$ cat config.mk
export PLATFORM = sky130hd
export DESIGN_NAME = sd_spi_block_reader
export DESIGN_NICKNAME = d
export VERILOG_FILES = /design/src/rtl/sd_spi_block_reader.sv
export SDC_FILE = /design/constraint.sdc
export NUM_CORES = 1
export LEC_CHECK = 0
export BUFFER_PORTS_ARGS = -buffer_cell sky130_fd_sc_hd__buf_4
export CAP_MARGIN = 20
export CORE_ASPECT_RATIO = 0.75
export CORE_UTILIZATION = 63
export DETAILED_ROUTE_END_ITERATION = 7
export GPL_TIMING_DRIVEN = 0
export PLACE_DENSITY = 0.82
export SYNTH_ARGS = -nofsm -noshare
export SYNTH_HDL_FRONTEND = slang
export SYNTH_SLANG_ARGS = --single-unit
$ cat constraint.sdc
create_clock -name clk -period 4.7 [get_ports clk]
set_input_delay 0.47 -clock clk [delete_from_list [all_inputs] [get_ports clk]]
set_output_delay 0.47 -clock clk [all_outputs]
set_load 0.01 [all_outputs]
$ cat src/rtl/sd_spi_block_reader.sv
// sd_spi_block_reader: SPI-mode SD card single-block (CMD17) reader.
// Streams the 512 sector bytes out on data_out/data_valid and reports R1/token failures.
module sd_spi_block_reader #(
  parameter int CLK_DIV   = 4,
  parameter int NCR_MAX   = 16,
  parameter int TOKEN_MAX = 1024
) (
  input  logic        clk,
  input  logic        reset_n,
  input  logic        rd_req,
  input  logic [31:0] rd_lba,
  input  logic        sdhc,
  output logic        busy,
  output logic        done,
  output logic        err,
  output logic [1:0]  err_code,
  output logic [7:0]  data_out,
  output logic        data_valid,
  output logic        sd_cs,
  output logic        sd_sck,
  output logic        sd_sdi,
  input  logic        sd_sdo
);
  localparam logic [7:0]  DIV_LAST = 8'(CLK_DIV - 1);
  localparam logic [15:0] NCR_LAST = 16'(NCR_MAX - 1);
  localparam logic [15:0] TOK_LAST = 16'(TOKEN_MAX - 1);
  localparam logic [7:0]  CMD17    = 8'h51;

  typedef enum logic [2:0] {IDLE, CMD, RESP, TOKEN, DATA, CRC, TAIL, DONE} state_t;

  state_t      state_q;
  logic [7:0]  div_q, tx_q, data_out_q;
  logic [6:0]  rx_q;
  logic [2:0]  bit_q;
  logic [15:0] cnt_q;
  logic [31:0] addr_q;
  logic [1:0]  err_code_q;
  logic        sck_q, cs_q, sdi_q, busy_q, done_q, err_q, dv_q;
  logic        active, half_end, rise, fall, byte_end;
  logic [7:0]  rx_d, tx_d;

  assign active   = state_q != IDLE && state_q != DONE;
  assign half_end = active && div_q == DIV_LAST;
  assign rise     = half_end && !sck_q;
  assign fall     = half_end && sck_q;
  assign byte_end = rise && bit_q == 3'd7;
  assign rx_d     = {rx_q, sd_sdo};
  // Next byte to shift out, loaded on the falling edge that closes the previous byte
  assign tx_d = state_q != CMD      ? 8'hFF :
                cnt_q == 16'd1      ? addr_q[31:24] :
                cnt_q == 16'd2      ? addr_q[23:16] :
                cnt_q == 16'd3      ? addr_q[15:8] :
                cnt_q == 16'd4      ? addr_q[7:0] : 8'hFF;

  always_ff @(posedge clk) begin
    if (!reset_n) begin
      state_q    <= IDLE;
      div_q      <= 8'd0;
      sck_q      <= 1'b0;
      bit_q      <= 3'd0;
      rx_q       <= 7'd0;
      tx_q       <= 8'hFF;
      cnt_q      <= 16'd0;
      addr_q     <= 32'd0;
      cs_q       <= 1'b1;
      sdi_q      <= 1'b1;
      busy_q     <= 1'b0;
      done_q     <= 1'b0;
      err_q      <= 1'b0;
      err_code_q <= 2'd0;
      data_out_q <= 8'h00;
      dv_q       <= 1'b0;
    end else begin
      done_q <= 1'b0;
      dv_q   <= 1'b0;
      if (active) begin
        div_q <= half_end ? 8'd0 : div_q + 8'd1;
        if (half_end) sck_q <= !sck_q;
      end
      if (rise) begin
        rx_q  <= rx_d[6:0];
        bit_q <= bit_q + 3'd1;
      end
      if (fall && bit_q != 3'd0) begin
        sdi_q <= tx_q[7];
        tx_q  <= {tx_q[6:0], 1'b1};
      end else if (fall && state_q == TAIL && cnt_q == 16'd1) begin
        cs_q    <= 1'b1;
        sdi_q   <= 1'b1;
        busy_q  <= 1'b0;
        done_q  <= 1'b1;
        err_q   <= err_code_q != 2'd0;
        state_q <= DONE;
      end else if (fall) begin
        sdi_q <= tx_d[7];
        tx_q  <= {tx_d[6:0], 1'b1};
      end
      // Byte-level decisions are taken on the eighth sampling edge
      if (byte_end) begin
        case (state_q)
          CMD: begin
            cnt_q <= cnt_q == 16'd5 ? 16'd0 : cnt_q + 16'd1;
            if (cnt_q == 16'd5) state_q <= RESP;
          end
          RESP:
            if (rx_d == 8'hFF && cnt_q != NCR_LAST) cnt_q <= cnt_q + 16'd1;
            else begin
              cnt_q      <= 16'd0;
              state_q    <= rx_d == 8'h00 ? TOKEN : TAIL;
              err_code_q <= rx_d == 8'hFF ? 2'd1 : rx_d == 8'h00 ? 2'd0 : 2'd2;
            end
          TOKEN:
            if (rx_d == 8'hFF && cnt_q != TOK_LAST) cnt_q <= cnt_q + 16'd1;
            else begin
              cnt_q      <= 16'd0;
              state_q    <= rx_d == 8'hFE ? DATA : TAIL;
              err_code_q <= rx_d == 8'hFE ? 2'd0 : 2'd3;
            end
          DATA: begin
            data_out_q <= rx_d;
            dv_q       <= 1'b1;
            cnt_q      <= {7'd0, cnt_q[8:0] + 9'd1};
            if (cnt_q[8:0] == 9'h1FF) state_q <= CRC;
          end
          CRC: begin
            cnt_q <= cnt_q == 16'd1 ? 16'd0 : cnt_q + 16'd1;
            if (cnt_q == 16'd1) state_q <= TAIL;
          end
          TAIL:    cnt_q <= 16'd1;
          default: ;
        endcase
      end
      if (state_q == IDLE && rd_req) begin
        addr_q     <= sdhc ? rd_lba : {rd_lba[22:0], 9'b0};
        cs_q       <= 1'b0;
        sdi_q      <= CMD17[7];
        tx_q       <= {CMD17[6:0], 1'b1};
        cnt_q      <= 16'd0;
        div_q      <= 8'd0;
        sck_q      <= 1'b0;
        bit_q      <= 3'd0;
        err_code_q <= 2'd0;
        err_q      <= 1'b0;
        busy_q     <= 1'b1;
        state_q    <= CMD;
      end else if (state_q == DONE) begin
        state_q <= IDLE;
      end
    end
  end

  assign busy       = busy_q;
  assign done       = done_q;
  assign err        = err_q;
  assign err_code   = err_code_q;
  assign data_out   = data_out_q;
  assign data_valid = dv_q;
  assign sd_cs      = cs_q;
  assign sd_sck     = sck_q;
  assign sd_sdi     = sdi_q;
endmodule

==> results.cfg <==
[sta]
min_period_ns = 2.89
clock.fmax_mhz = 346
rsz0062_at_grt = false
maxSlewViolCount = 0
fin_skew_ns = 0.0101
hold_ws_ns = 0.366
min_period_over_period_pct = 61.5
relSlewSlack_pct = 35.6
hold_viol = 0
worstMarginPinSlew_ns = 0.957
setup_violations = 0
fin_tns_setup_ns = 0

[critical_path]
startpoint_type = flip-flop
endpoint = state_q[2]$_SDFF_PP0_
cp_data_required_time_ns = 5.02
critPathKind = flip-flop to flip-flop
slowest_stage = nor4b_4
startpoint = div_q[0]$_SDFFE_PP0P_
cp_slowest_stage_delay_ns = 0.50
r2r_start = div_q[0]$_SDFFE_PP0P_
reg2reg_slack_ns = 1.81
worstPathMaxFanout = 6
crit_chain = ha_1, nor4b_2, nor4b_4, nand4b_1, nand2b_1, or4_1, a21boi_1
reg2regPathDepth = 7
timing.rr.end = state_q[2]$_SDFF_PP0_
cp_data_arrival_time_ns = 3.21
end_kind = flip-flop

[yosys]
synth.top_cells.by_area = dfxtp_1 (38%), nand2_1 (5.6%), nor2_1 (5.5%)
synth-edff-count = 0
syn_inst = 601
synth.top_cell.area_share_pct = 38.3
yosysTopAreaCell = dfxtp_1
syn_area_per_cell_um2 = 8.09
seq_area_frac_synth_pct = 38.3
synth_cell_type_count = 55
syn_area_um2 = 4860
ys_ff_latch = 93
synth-async-reset-ratio_pct = 0
synth_warnings = 0
ys.flop_type = dfxtp_1
syn_nets = 648

[clock_network]
clkLatencyLatePin_ns = 0.38
tritoncts = built
cts_resized = 0
cts_buffers = 9
cts_setup_buffers = 0
h-tree-depth = 3
cts_max_path_buffers = 2
root_buffer = clkbuf_8
clkTransAtPathRegs_ns = 0.09
postCtsHoldBufs = 0
cts.sinks = 93

[detailed_routing]
postRouteAntennaNets = 0
drt-total-wl_um = 14100
post_drt_wl_per_cell_um = 18.3
drtIter0Drc = 545
via_per_inst = 6.43
drtPass1Iterations = 5
num_vias = 4945
drcViolationCount = 0

[power]
power_frac_comb_pct = 11.4
intPower_uw = 1080
finalPower_uw = 1510
p_per_area_nw_per_um2 = 273
vdd_drop_max_mv = 0.255
clockPowerShare_pct = 33.3
power_leakage_uw = 0.00205
switching_share_pct = 28.4
seqPwrFrac_pct = 55.3
power_switching_uw = 431

[die]
num_rows = 27
coreArea_um2 = 7400
start_util_pct = 65.7
die_x_um = 103
num_io_pins = 54
die_h_um = 78.1
dieArea_um2 = 8070

[finish]
area.growth.synth_to_final_pct = 14.2
fillers = 587
final_cell_mix = dfxtp_1 (93), nand2_1 (73), nor2_1 (71)
multi_input_area_um2 = 2820
num_antenna_cells = 0
stdcell_count = 769
final-seq-area_um2 = 1860
drive_gt1_share_pct = 12.6
layout_commonest_cell = dfxtp_1
finish.net_count = 710

[hold_path]
hold_class = input pin to flip-flop

[placed_design]
gp_congestion = 0.987
hpwl_um = 10500
io_buffers = 51
dp_cells = 753

[global_route]
grt_overflow = 0
grtUsageTotal_pct = 36.3
antenna_found_initial = 0
grt_max_degree = 18
grt_pass1_vias = 4303
grt_pass1_wl_um = 22000

[run_status]
status = finished, final reports clean

[flow_run]
maxCapViolCount = 0
==> area by class of cell <==
type                       instances  share of cell area, %
clock buffer                       9                   2.23
inverter                          11                  0.744
multi-input combinational        463                   50.9
clock inverter                     7                   1.04
timing repair buffer              51                   6.90
buffer                            34                   2.41
tap                              101                   2.28
sequential                        93                   33.5
==> critical path: cells and delay by family (launching register included) <==
kind / cells / cell delay [ns]
and+or+nand+nor: 5 / 2.04
DFF: 1 / 0.39
adders and majority gates: 1 / 0.26
AOI/OAI and AO/OA: 1 / 0.14
==> cell usage after synthesis, drive strengths merged (13+ instances only) <==
library cell  instances
nand4                15
nand3                29
a211oi               24
nor4                 13
dfxtp                93
clkbuf               25
o21ai                19
nor3                 15
nand2                73
a21oi                48
mux2i                26
nor2                 71
==> routing by layer <==
metal / track usage [%] / vias up / part of all wire (%) / routed length (um)
li1: - / 2314 / - / -
met4: 9.15 / 0 / 1.5 / 210
met1: 50.7 / 2357 / 44 / 6170
met5: 0.699 / - / 0 / 0
met2: 53.6 / 247 / 45 / 6270
met3: 12.0 / 27 / 10 / 1430
==> flip-flops by register name, summed over array words and instances, names as in the netlist, 2 cells and up <==
register  flops
data_out      8
state_q       3
addr_q       32
rx_q          7
bit_q         3
div_q         8
cnt_q        16
tx_q          7
err_code      2
==> metrics by stage <==
step                setup WS (ns)  area (um^2)  utilization [%]
global route                 1.57         5550             75.0
floorplan                    2.50         4860                -
CTS                          1.83         5550             75.0
detailed placement           1.87         5370             72.6
global placement             1.99         5370             72.6
finish                       1.81         5550             75.0
==> logic make-up after synthesis <==
kind of cell,count (synthesis),synth area share [%]
XOR/XNOR,18,3.24
flip-flops,93,38.3
AND/OR/NAND/NOR,277,29.9
AO/OA/AOI/OAI,132,17.1
multiplexers,26,5.35
buffers and inverters,45,3.60
adder cells (fa/ha/maj),10,2.57
==> power by group through the flow <==
stage	Combinational (uW)	Clock [uW]	Sequential (uW)
2_1_floorplan	104	0	849
3_3_place_gp	162	0	853
3_5_place_dp	168	0	854
4_1_cts	168	508	836
5_1_grt	190	535	839
6_report	173	504	837
==> how the worst min path moves through the flow <==
stage | end | cells after the start | startpoint | slack, ns
after floorplan | tx_q[7]$_SDFFE_PP1P_ | 2 | tx_q[7]$_SDFFE_PP1P_ | 0.42
after global placement | tx_q[7]$_SDFFE_PP1P_ | 2 | tx_q[7]$_SDFFE_PP1P_ | 0.44
after detailed placement | data_out[6]$_SDFFE_PN0P_ | 2 | data_out[6]$_SDFFE_PN0P_ | 0.45
after CTS | data_out[0]$_SDFFE_PN0P_ | 3 | sd_sdo | 0.36
after global routing | data_out[0]$_SDFFE_PN0P_ | 3 | sd_sdo | 0.37
final | data_out[0]$_SDFFE_PN0P_ | 3 | sd_sdo | 0.37
Note: power is estimated with default switching activity, not from simulation.
